### config.mk
export PLATFORM = sky130hd
export DESIGN_NAME = mesm6_dbus_debug_master_flat
export DESIGN_NICKNAME = d
export VERILOG_FILES = /design/src/rtl/mesm6_dbus_debug_master_if.sv /design/src/rtl/mesm6_dbus_debug_master.sv /design/src/flat_wrapper.sv
export SDC_FILE = /design/constraint.sdc
export NUM_CORES = 1
export LEC_CHECK = 0
export CORE_ASPECT_RATIO = 0.9
export CORE_MARGIN = 2
export CORE_UTILIZATION = 40
export DETAILED_ROUTE_END_ITERATION = 16
export GPL_ROUTABILITY_DRIVEN = 1
export GPL_TIMING_DRIVEN = 1
export PLACE_DENSITY = 0.65
export SYNTH_ARGS = -nofsm -noshare
export SYNTH_HDL_FRONTEND = slang
export SYNTH_SLANG_ARGS = --single-unit
### constraint.sdc
create_clock -name clk -period 2.8 [get_ports clk]
set_input_delay 0.28 -clock clk [delete_from_list [all_inputs] [get_ports clk]]
set_output_delay 0.28 -clock clk [all_outputs]
set_load 0.01 [all_outputs]
### src/rtl/mesm6_dbus_debug_master_if.sv
`default_nettype none
// ============================================================================
// Module   : mesm6_dbus_debug_master_if
// Brief    : Serial byte streams, dbus request/response and status of the debug master.
// Revision : 1.0
// ============================================================================
interface mesm6_dbus_debug_master_if;
    logic [7:0]  rx_data;
    logic        rx_valid;
    logic [7:0]  tx_data;
    logic        tx_valid;
    logic        tx_ready;
    logic        bus_rd;
    logic        bus_wr;
    logic [14:0] bus_addr;
    logic [47:0] bus_wdata;
    logic [47:0] bus_rdata;
    logic        bus_done;
    logic        busy;
    logic        overrun;

    modport master (
        input  rx_data, rx_valid, tx_ready, bus_rdata, bus_done,
        output tx_data, tx_valid, bus_rd, bus_wr, bus_addr, bus_wdata, busy, overrun
    );

    modport slave (
        output rx_data, rx_valid, tx_ready, bus_rdata, bus_done,
        input  tx_data, tx_valid, bus_rd, bus_wr, bus_addr, bus_wdata, busy, overrun
    );
endinterface
`default_nettype wire

### src/rtl/mesm6_dbus_debug_master.sv
`default_nettype none
// ============================================================================
// Module   : mesm6_dbus_debug_master
// Brief    : Byte-serial command interpreter issuing single dbus reads/writes.
// Revision : 1.0
// ============================================================================
module mesm6_dbus_debug_master #(
    parameter int TIMEOUT_CYCLES = 1024
) (
    input  wire logic                    clk,
    input  wire logic                    reset,
    mesm6_dbus_debug_master_if.master    dbg
);
    localparam int TMO_W = $clog2(TIMEOUT_CYCLES);
    localparam logic [TMO_W-1:0] c_TMO_LAST = TMO_W'(TIMEOUT_CYCLES - 1);

    localparam logic [2:0] c_ST_IDLE    = 3'd0;
    localparam logic [2:0] c_ST_ADDR_HI = 3'd1;
    localparam logic [2:0] c_ST_ADDR_LO = 3'd2;
    localparam logic [2:0] c_ST_DATA    = 3'd3;
    localparam logic [2:0] c_ST_BUS     = 3'd4;
    localparam logic [2:0] c_ST_RESP    = 3'd5;

    localparam logic [7:0] c_OP_RD   = 8'h52;
    localparam logic [7:0] c_OP_WR   = 8'h57;
    localparam logic [7:0] c_RSP_RD  = 8'h72;
    localparam logic [7:0] c_RSP_WR  = 8'h77;
    localparam logic [7:0] c_RSP_TMO = 8'h54;
    localparam logic [7:0] c_RSP_BAD = 8'h3F;

    logic [2:0]       r_state;
    logic             r_is_wr;
    logic [2:0]       r_dcnt;
    logic [TMO_W-1:0] r_tmo;
    logic [55:0]      r_resp;
    logic [2:0]       r_rcnt;
    logic             r_tx_valid;
    logic             r_bus_rd;
    logic             r_bus_wr;
    logic [14:0]      r_addr;
    logic [47:0]      r_wdata;
    logic             r_overrun;

    // Response bytes leave MSB first from the top of the shift buffer.
    assign dbg.tx_data   = r_resp[55:48];
    assign dbg.tx_valid  = r_tx_valid;
    assign dbg.bus_rd    = r_bus_rd;
    assign dbg.bus_wr    = r_bus_wr;
    assign dbg.bus_addr  = r_addr;
    assign dbg.bus_wdata = r_wdata;
    assign dbg.busy      = (r_state != c_ST_IDLE);
    assign dbg.overrun   = r_overrun;

    always_ff @(posedge clk) begin
        if (!reset) begin
            r_state    <= c_ST_IDLE;
            r_is_wr    <= 1'b0;
            r_dcnt     <= 3'd0;
            r_tmo      <= '0;
            r_resp     <= 56'h0;
            r_rcnt     <= 3'd0;
            r_tx_valid <= 1'b0;
            r_bus_rd   <= 1'b0;
            r_bus_wr   <= 1'b0;
            r_addr     <= 15'h0;
            r_wdata    <= 48'h0;
            r_overrun  <= 1'b0;
        end else begin
            if (dbg.rx_valid && (r_state == c_ST_BUS || r_state == c_ST_RESP))
                r_overrun <= 1'b1;

            case (r_state)
                c_ST_IDLE: begin
                    if (dbg.rx_valid) begin
                        if (dbg.rx_data == c_OP_RD) begin
                            r_is_wr <= 1'b0;
                            r_state <= c_ST_ADDR_HI;
                        end else if (dbg.rx_data == c_OP_WR) begin
                            r_is_wr <= 1'b1;
                            r_state <= c_ST_ADDR_HI;
                        end else begin
                            r_resp     <= {c_RSP_BAD, 48'h0};
                            r_rcnt     <= 3'd1;
                            r_tx_valid <= 1'b1;
                            r_state    <= c_ST_RESP;
                        end
                    end
                end
                c_ST_ADDR_HI: begin
                    if (dbg.rx_valid) begin
                        r_addr[14:8] <= dbg.rx_data[6:0];
                        r_state      <= c_ST_ADDR_LO;
                    end
                end
                c_ST_ADDR_LO: begin
                    if (dbg.rx_valid) begin
                        r_addr[7:0] <= dbg.rx_data;
                        r_tmo       <= '0;
                        r_dcnt      <= 3'd0;
                        if (r_is_wr) begin
                            r_state <= c_ST_DATA;
                        end else begin
                            r_bus_rd <= 1'b1;
                            r_state  <= c_ST_BUS;
                        end
                    end
                end
                c_ST_DATA: begin
                    if (dbg.rx_valid) begin
                        r_wdata <= {r_wdata[39:0], dbg.rx_data};
                        r_dcnt  <= r_dcnt + 3'd1;
                        if (r_dcnt == 3'd5) begin
                            r_bus_wr <= 1'b1;
                            r_state  <= c_ST_BUS;
                        end
                    end
                end
                c_ST_BUS: begin
                    // Completion takes priority over an expiring timeout.
                    if (dbg.bus_done) begin
                        r_bus_rd   <= 1'b0;
                        r_bus_wr   <= 1'b0;
                        r_tx_valid <= 1'b1;
                        r_state    <= c_ST_RESP;
                        if (r_is_wr) begin
                            r_resp <= {c_RSP_WR, 48'h0};
                            r_rcnt <= 3'd1;
                        end else begin
                            r_resp <= {c_RSP_RD, dbg.bus_rdata};
                            r_rcnt <= 3'd7;
                        end
                    end else if (r_tmo == c_TMO_LAST) begin
                        r_bus_rd   <= 1'b0;
                        r_bus_wr   <= 1'b0;
                        r_tx_valid <= 1'b1;
                        r_resp     <= {c_RSP_TMO, 48'h0};
                        r_rcnt     <= 3'd1;
                        r_state    <= c_ST_RESP;
                    end else begin
                        r_tmo <= r_tmo + 1'b1;
                    end
                end
                c_ST_RESP: begin
                    if (r_tx_valid && dbg.tx_ready) begin
                        r_resp <= {r_resp[47:0], 8'h00};
                        r_rcnt <= r_rcnt - 3'd1;
                        if (r_rcnt == 3'd1) begin
                            r_tx_valid <= 1'b0;
                            r_state    <= c_ST_IDLE;
                        end
                    end
                end
                default: r_state <= c_ST_IDLE;
            endcase
        end
    end
endmodule
`default_nettype wire

### src/flat_wrapper.sv
// flat-port wrapper written by rule: the top's interface ports become plain ports
module mesm6_dbus_debug_master_flat 
#(
    parameter int TIMEOUT_CYCLES = 1024
)
  (clk, reset, dbg_rx_data, dbg_rx_valid, dbg_tx_ready, dbg_bus_rdata, dbg_bus_done, dbg_tx_data, dbg_tx_valid, dbg_bus_rd, dbg_bus_wr, dbg_bus_addr, dbg_bus_wdata, dbg_busy, dbg_overrun);
  mesm6_dbus_debug_master_if dbg_i ();
  input  wire logic clk;
  input  wire logic reset;
  input wire logic [$bits(dbg_i.rx_data)-1:0] dbg_rx_data;
  input wire logic [$bits(dbg_i.rx_valid)-1:0] dbg_rx_valid;
  input wire logic [$bits(dbg_i.tx_ready)-1:0] dbg_tx_ready;
  input wire logic [$bits(dbg_i.bus_rdata)-1:0] dbg_bus_rdata;
  input wire logic [$bits(dbg_i.bus_done)-1:0] dbg_bus_done;
  output wire logic [$bits(dbg_i.tx_data)-1:0] dbg_tx_data;
  output wire logic [$bits(dbg_i.tx_valid)-1:0] dbg_tx_valid;
  output wire logic [$bits(dbg_i.bus_rd)-1:0] dbg_bus_rd;
  output wire logic [$bits(dbg_i.bus_wr)-1:0] dbg_bus_wr;
  output wire logic [$bits(dbg_i.bus_addr)-1:0] dbg_bus_addr;
  output wire logic [$bits(dbg_i.bus_wdata)-1:0] dbg_bus_wdata;
  output wire logic [$bits(dbg_i.busy)-1:0] dbg_busy;
  output wire logic [$bits(dbg_i.overrun)-1:0] dbg_overrun;
  assign dbg_i.rx_data = dbg_rx_data;
  assign dbg_i.rx_valid = dbg_rx_valid;
  assign dbg_i.tx_ready = dbg_tx_ready;
  assign dbg_i.bus_rdata = dbg_bus_rdata;
  assign dbg_i.bus_done = dbg_bus_done;
  assign dbg_tx_data = dbg_i.tx_data;
  assign dbg_tx_valid = dbg_i.tx_valid;
  assign dbg_bus_rd = dbg_i.bus_rd;
  assign dbg_bus_wr = dbg_i.bus_wr;
  assign dbg_bus_addr = dbg_i.bus_addr;
  assign dbg_bus_wdata = dbg_i.bus_wdata;
  assign dbg_busy = dbg_i.busy;
  assign dbg_overrun = dbg_i.overrun;
  mesm6_dbus_debug_master #(.TIMEOUT_CYCLES(TIMEOUT_CYCLES)) u_core (.clk(clk), .reset(reset), .dbg(dbg_i));
endmodule
# After elaboration in Yosys (flattened, before gate mapping)
# Index checks and enable logic that the tools add are counted.
# totals
register_bits	143
wordCells	114
out_inout_bits	76
# op_classes
muxes	54
n_eq_ne	23
addsub	3
n_reduce_logical	21
# op_table
op	n
two-way mux 56 bit	6
case mux 56 bit (3 select lines)	1
two-way mux 3 bit	21
two-way mux 51 bit	1
two-way mux 10 bit	3
!= test 2 bit, second input constant	11
case mux 10 bit (2 select lines)	1
case mux 3 bit (6 select lines)	1
equality test 8 x 7 -> 1 bit, second input constant	2
two-way mux 1 bit	15
AND reduction 4 bit	3
adder 10 x 1 -> 10 bit, second input constant	1
equality test 10 bit, second input constant	1
equality test 3 bit, second input constant	3
case mux 3 bit (3 select lines)	1
AND reduction 8 bit	1
nonzero test 2 bit	4
AND reduction 7 bit	1
equality test 3 x 1 -> 1 bit, second input constant	2
equality test 3 x 2 -> 1 bit, second input constant	2
case mux 3 bit (2 select lines)	1
AND reduction 2 bit	3
AND reduction 3 bit	2
AND reduction 6 bit	1
10 further kinds	13

# Logic depth before layout (Yosys ltp)
# Gate-level depths: netlist (run 1).
# depth
ltp_word	5
depth_mapped	7
depth_no_buf	6

# Worst setup path before layout (run 1)
# Ideal clock, no wire load.
# synth_path
path_type	register to register
start	register u_core.r_tmo[0]
end	register u_core.r_resp[30]
arrival_ps	1575
period_less_slack_ps	1694
path_stages_with_launch	8
path_buffers	2
setup_ps	120
slack_ps	1106
cell_sequence	dfxtp_1 ha_1 nand3_1 o31ai_4 nand3_2 buf_6 buf_6 mux2i_1
# synth_via
elab_chain_cells	3
# synth_lines
item	line_no	source
from (decl)	mesm6_dbus_debug_master.sv:34	logic [TMO_W-1:0] r_tmo;
from (signal assigned)	mesm6_dbus_debug_master.sv:140	r_tmo <= r_tmo + 1'b1;
equality test 10 bit	mesm6_dbus_debug_master.sv:132	end else if (r_tmo == c_TMO_LAST) begin
!= test 3 bit (no line)	-	
AND reduction 6 bit (no line)	-	
to (signal assigned)	mesm6_dbus_debug_master.sv:129	r_resp <= {c_RSP_RD, dbg.bus_rdata};
to (signal assigned)	mesm6_dbus_debug_master.sv:136	r_resp <= {c_RSP_TMO, 48'h0};
to (signal assigned)	mesm6_dbus_debug_master.sv:145	r_resp <= {r_resp[47:0], 8'h00};
to (decl)	mesm6_dbus_debug_master.sv:35	logic [55:0] r_resp;
# Every way passes these cells.
# A chain may end at the register's enable or synchronous reset.

# Worst setup path after layout (run 1)
# layout_path
start	register u_core.r_state[0]
end	output port dbg_busy
# layout_via
elab_chain_cells	1
# layout_lines
item	line_no	source
from (decl)	mesm6_dbus_debug_master.sv:31	logic [2:0] r_state;
from (signal assigned)	mesm6_dbus_debug_master.sv:56	r_state <= c_ST_IDLE;
from (signal assigned)	mesm6_dbus_debug_master.sv:77	r_state <= c_ST_ADDR_HI;
from (signal assigned)	mesm6_dbus_debug_master.sv:80	r_state <= c_ST_ADDR_HI;
nonzero test 3 bit	mesm6_dbus_debug_master.sv:51	assign dbg.busy = (r_state != c_ST_IDLE);
to (decl)	flat_wrapper.sv:21	output wire logic [$bits(dbg_i.busy)-1:0] dbg_busy;
# Every way passes these cells.

==> impl_metrics.ini, run 1 <==
[outcome]
status = complete, no violations

[cells_and_area]
multi_input_area_um2 = 3190
n_antenna_cell = 0
seq_area_um2 = 2860
area_growth_pct = 31.5
fillCellCount = 1383
drive_gt1_share_pct = 6.64
final_util_pct = 54.2
fin_nets = 927

[clock_network]
postCtsSetupRepairBufs = 0
htreeDepth = 4
insertion_delay_ps = 420
numCtsBuffers = 17
cts_resized = 0
cts_num_sinks = 143
cts_buffer_depth = 2
clk_pin_slew_worst_paths_ps = 60
root_buffer = clkbuf_16
cts_tree = yes
holdBufCountCts = 0

[drt]
viasPerCell = 5.31
route.detailed.drc = 0
drtAntennaViolNets = 0
wl_per_cell_um = 15.8
drtIter0Drc = 501
drtPass1Iterations = 5
via_count = 5711
routed_wl_mm = 17.0

[worst_setup_path]
path_cells = buf_4 -> nor2_1 -> nand2_1 -> clkdlybuf4s50_1
path_max_fanout = 13
worst_path_largest_cell_delay_ps = 650
critPathBufInv = 2
end_kind = primary output
critPathRequiredTime_ps = 2520
cpMaxStageDelayCell = dfxtp_1
worstPathArrival_ps = 2100
cp-start-kind = flop
critPathKind = reg2out
cp_top_family = buffers and inverters

[placement]
place.gp.congestion = 0.786
io_buffers = 136
dpl.hpwl_mm = 11.5

[synth]
yosysTopAreaCell = dfxtp_1
syn-cell-area_um2 = 6410
async_reset_ff_share_pct = 0
synth_edf_count = 0
synth-seq-cells = 143
ys_types = 56
post-synth-top-area-fraction_pct = 44.7
yosysWarnings = 0
yosysSeqAreaShare_pct = 44.7
synth_cells = 765
yosys-top-cells-area = dfxtp_1 (45%), nand2_1 (13%), mux2i_1 (9.1%), a32o_1 (6.4%), a21oi_1 (5.5%)
avgSynthCellArea_um2 = 8.38
synth_ff_type = dfxtp_1
synthesis.nets = 831

[pwr]
p_comb_share_pct = 25.6
p_switching_w = 0.00202
clkPwrFrac_pct = 37.0
netSwitchingFraction_pct = 32.0
peakVddDrop_uv = 519
p_per_area_nw_per_um2 = 749
p_int_w = 0.00429
p_leak_nw = 2.94
p_seq_share_pct = 37.4

[sta]
tightest_slew_ps = 844
hold_viol = 0
setup_viol = 0
slew_headroom_pct = 43.0
rsz0062_at_grt = false
tns_ps = 0
max_freq_mhz = 420
fin_crit_sh_pct = 85.1
finClkSkew_ps = 10.9
period_needed_ps = 2380
finalMaxSlewViolations = 0

[global_route]
antenna_found_initial = 0
grt_usage_pct = 20.5
grt_pass1_vias = 5344
grt_start_max_net_pins = 68
gr-total-overflow = 0
grt_pass1_wl_mm = 27.3

[die]
die_h_um = 124
fp.dieW_um = 137
pin_count = 137
core_area_um2 = 15500
die-area_um2 = 17100
fp-row-count = 43
initial_utilization_pct = 41.2

[min_path]
hp-class = in2reg

[job]
drv_cap = 0
## logic make-up after synthesis
| family | count (synthesis) | share of synthesized area, % |
|---|---|---|
| compound gates | 161 | 17.4 |
| flops | 143 | 44.7 |
| xor+xnor | 2 | 0.273 |
| mux | 58 | 9.06 |
| fa+ha+maj | 5 | 0.976 |
| simple gates | 316 | 21.9 |
| buf+inv | 80 | 5.70 |
## cell usage after synthesis (6+ instances only)
| cell type | n |
|---|---|
| mux2i_1 | 58 |
| clkbuf_1 | 46 |
| inv_1 | 8 |
| nor2b_1 | 6 |
| nand3_1 | 19 |
| nor2_1 | 25 |
| buf_2 | 9 |
| buf_4 | 8 |
| nand2_1 | 227 |
| dfxtp_1 | 143 |
| o21ai_0 | 19 |
| a32o_1 | 41 |
| a21oi_1 | 71 |
## worst min-delay path: stages
cell,delay (ps)
buf_4,150
nand2_1,70
mux2i_1,50
## power by group through the flow
stage | Combinational, W | Clock (W) | Sequential (W)
2_1_floorplan | 0.00125 | 0 | 0.00232
3_3_place_gp | 0.00158 | 0 | 0.00239
3_5_place_dp | 0.00160 | 0 | 0.00240
4_1_cts | 0.00161 | 0.00239 | 0.00236
5_1_grt | 0.00175 | 0.00248 | 0.00238
6_report | 0.00162 | 0.00233 | 0.00236
## through the flow
step,worst slack [ps],total power (W),instance area [um^2],hold WS (ps),std cells
finish,418,0.00631,8430,180,1076
global route,321,0.00660,8430,180,1076
CTS,405,0.00636,8430,157,1076
detailed placement,459,0.00400,7810,449,1044
global placement,581,0.00397,7810,443,1044
floorplan,1110,0.00357,6410,410,765
## cell usage in the layout, fill, tap and decap left out, types with 3 or more instances in the layout
master and n:
or3_1 5, clkdlybuf4s50_1 135, o31ai_1 3, a21oi_1 71, nand2b_1 3, nor2b_1 5
o211ai_1 5, a31oi_1 5, inv_8 7, nand3_1 19, clkbuf_16 17, a32o_1 41
ha_1 5, dfxtp_1 143, buf_4 11, and2_1 3, mux2i_1 58, inv_1 7
nand2_1 227, nand4_1 5, o21ai_0 19, and3_1 3, inv_6 3, nor2_1 25
## path summary, 6_finish.rpt
kind | slack (ps) | cells after the start | startpoint | end
max | 420 | 4 | u_core.r_state[0] | dbg_busy
min | 180 | 3 | reset | u_core.r_resp[49]
max reg2reg | 520 | 4 | u_core.r_state[2] | u_core.r_resp[5]
min reg2reg | 460 | 2 | u_core.dbg.bus_wdata[44] | u_core.dbg.bus_wdata[44]
## metal layers
layer | global-route usage [%] | share of wire (%) | up-vias
met4 | 6.96 | 1.0 | 0
li1 | - | - | 2857
met1 | 29.1 | 49 | 2703
met3 | 5.33 | 5.7 | 12
met2 | 30.0 | 45 | 139
met5 | 0 | 0 | -
## sequential cells by signal, indices dropped and copies added, names as in the netlist, 3 cells and up
| signal | flops |
|---|---|
| u_core.r_resp | 56 |
| u_core.r_tmo | 10 |
| u_core.r_dcnt | 3 |
| u_core.dbg.bus_wdata | 48 |
| u_core.dbg.bus_addr | 15 |
| u_core.r_state | 3 |
| u_core.r_rcnt | 3 |
## area by class of cell
class                   count  area share, %
clock buffers              17           5.05
clock inverters            15           2.24
inverters                   9          0.401
multi-input cells         542           37.9
flip-flops and latches    143           34.0
well taps                 202           3.00
repair buffers            148           17.5
Note: power is estimated with default switching activity, not from simulation.
==> run 2: changes to the inputs <==
Settings changed: SETUP_SLACK_MARGIN from default to 0.15.
==> results of run 2 <==
No change in the layout: final DEF, timing and power equal those of run 1.
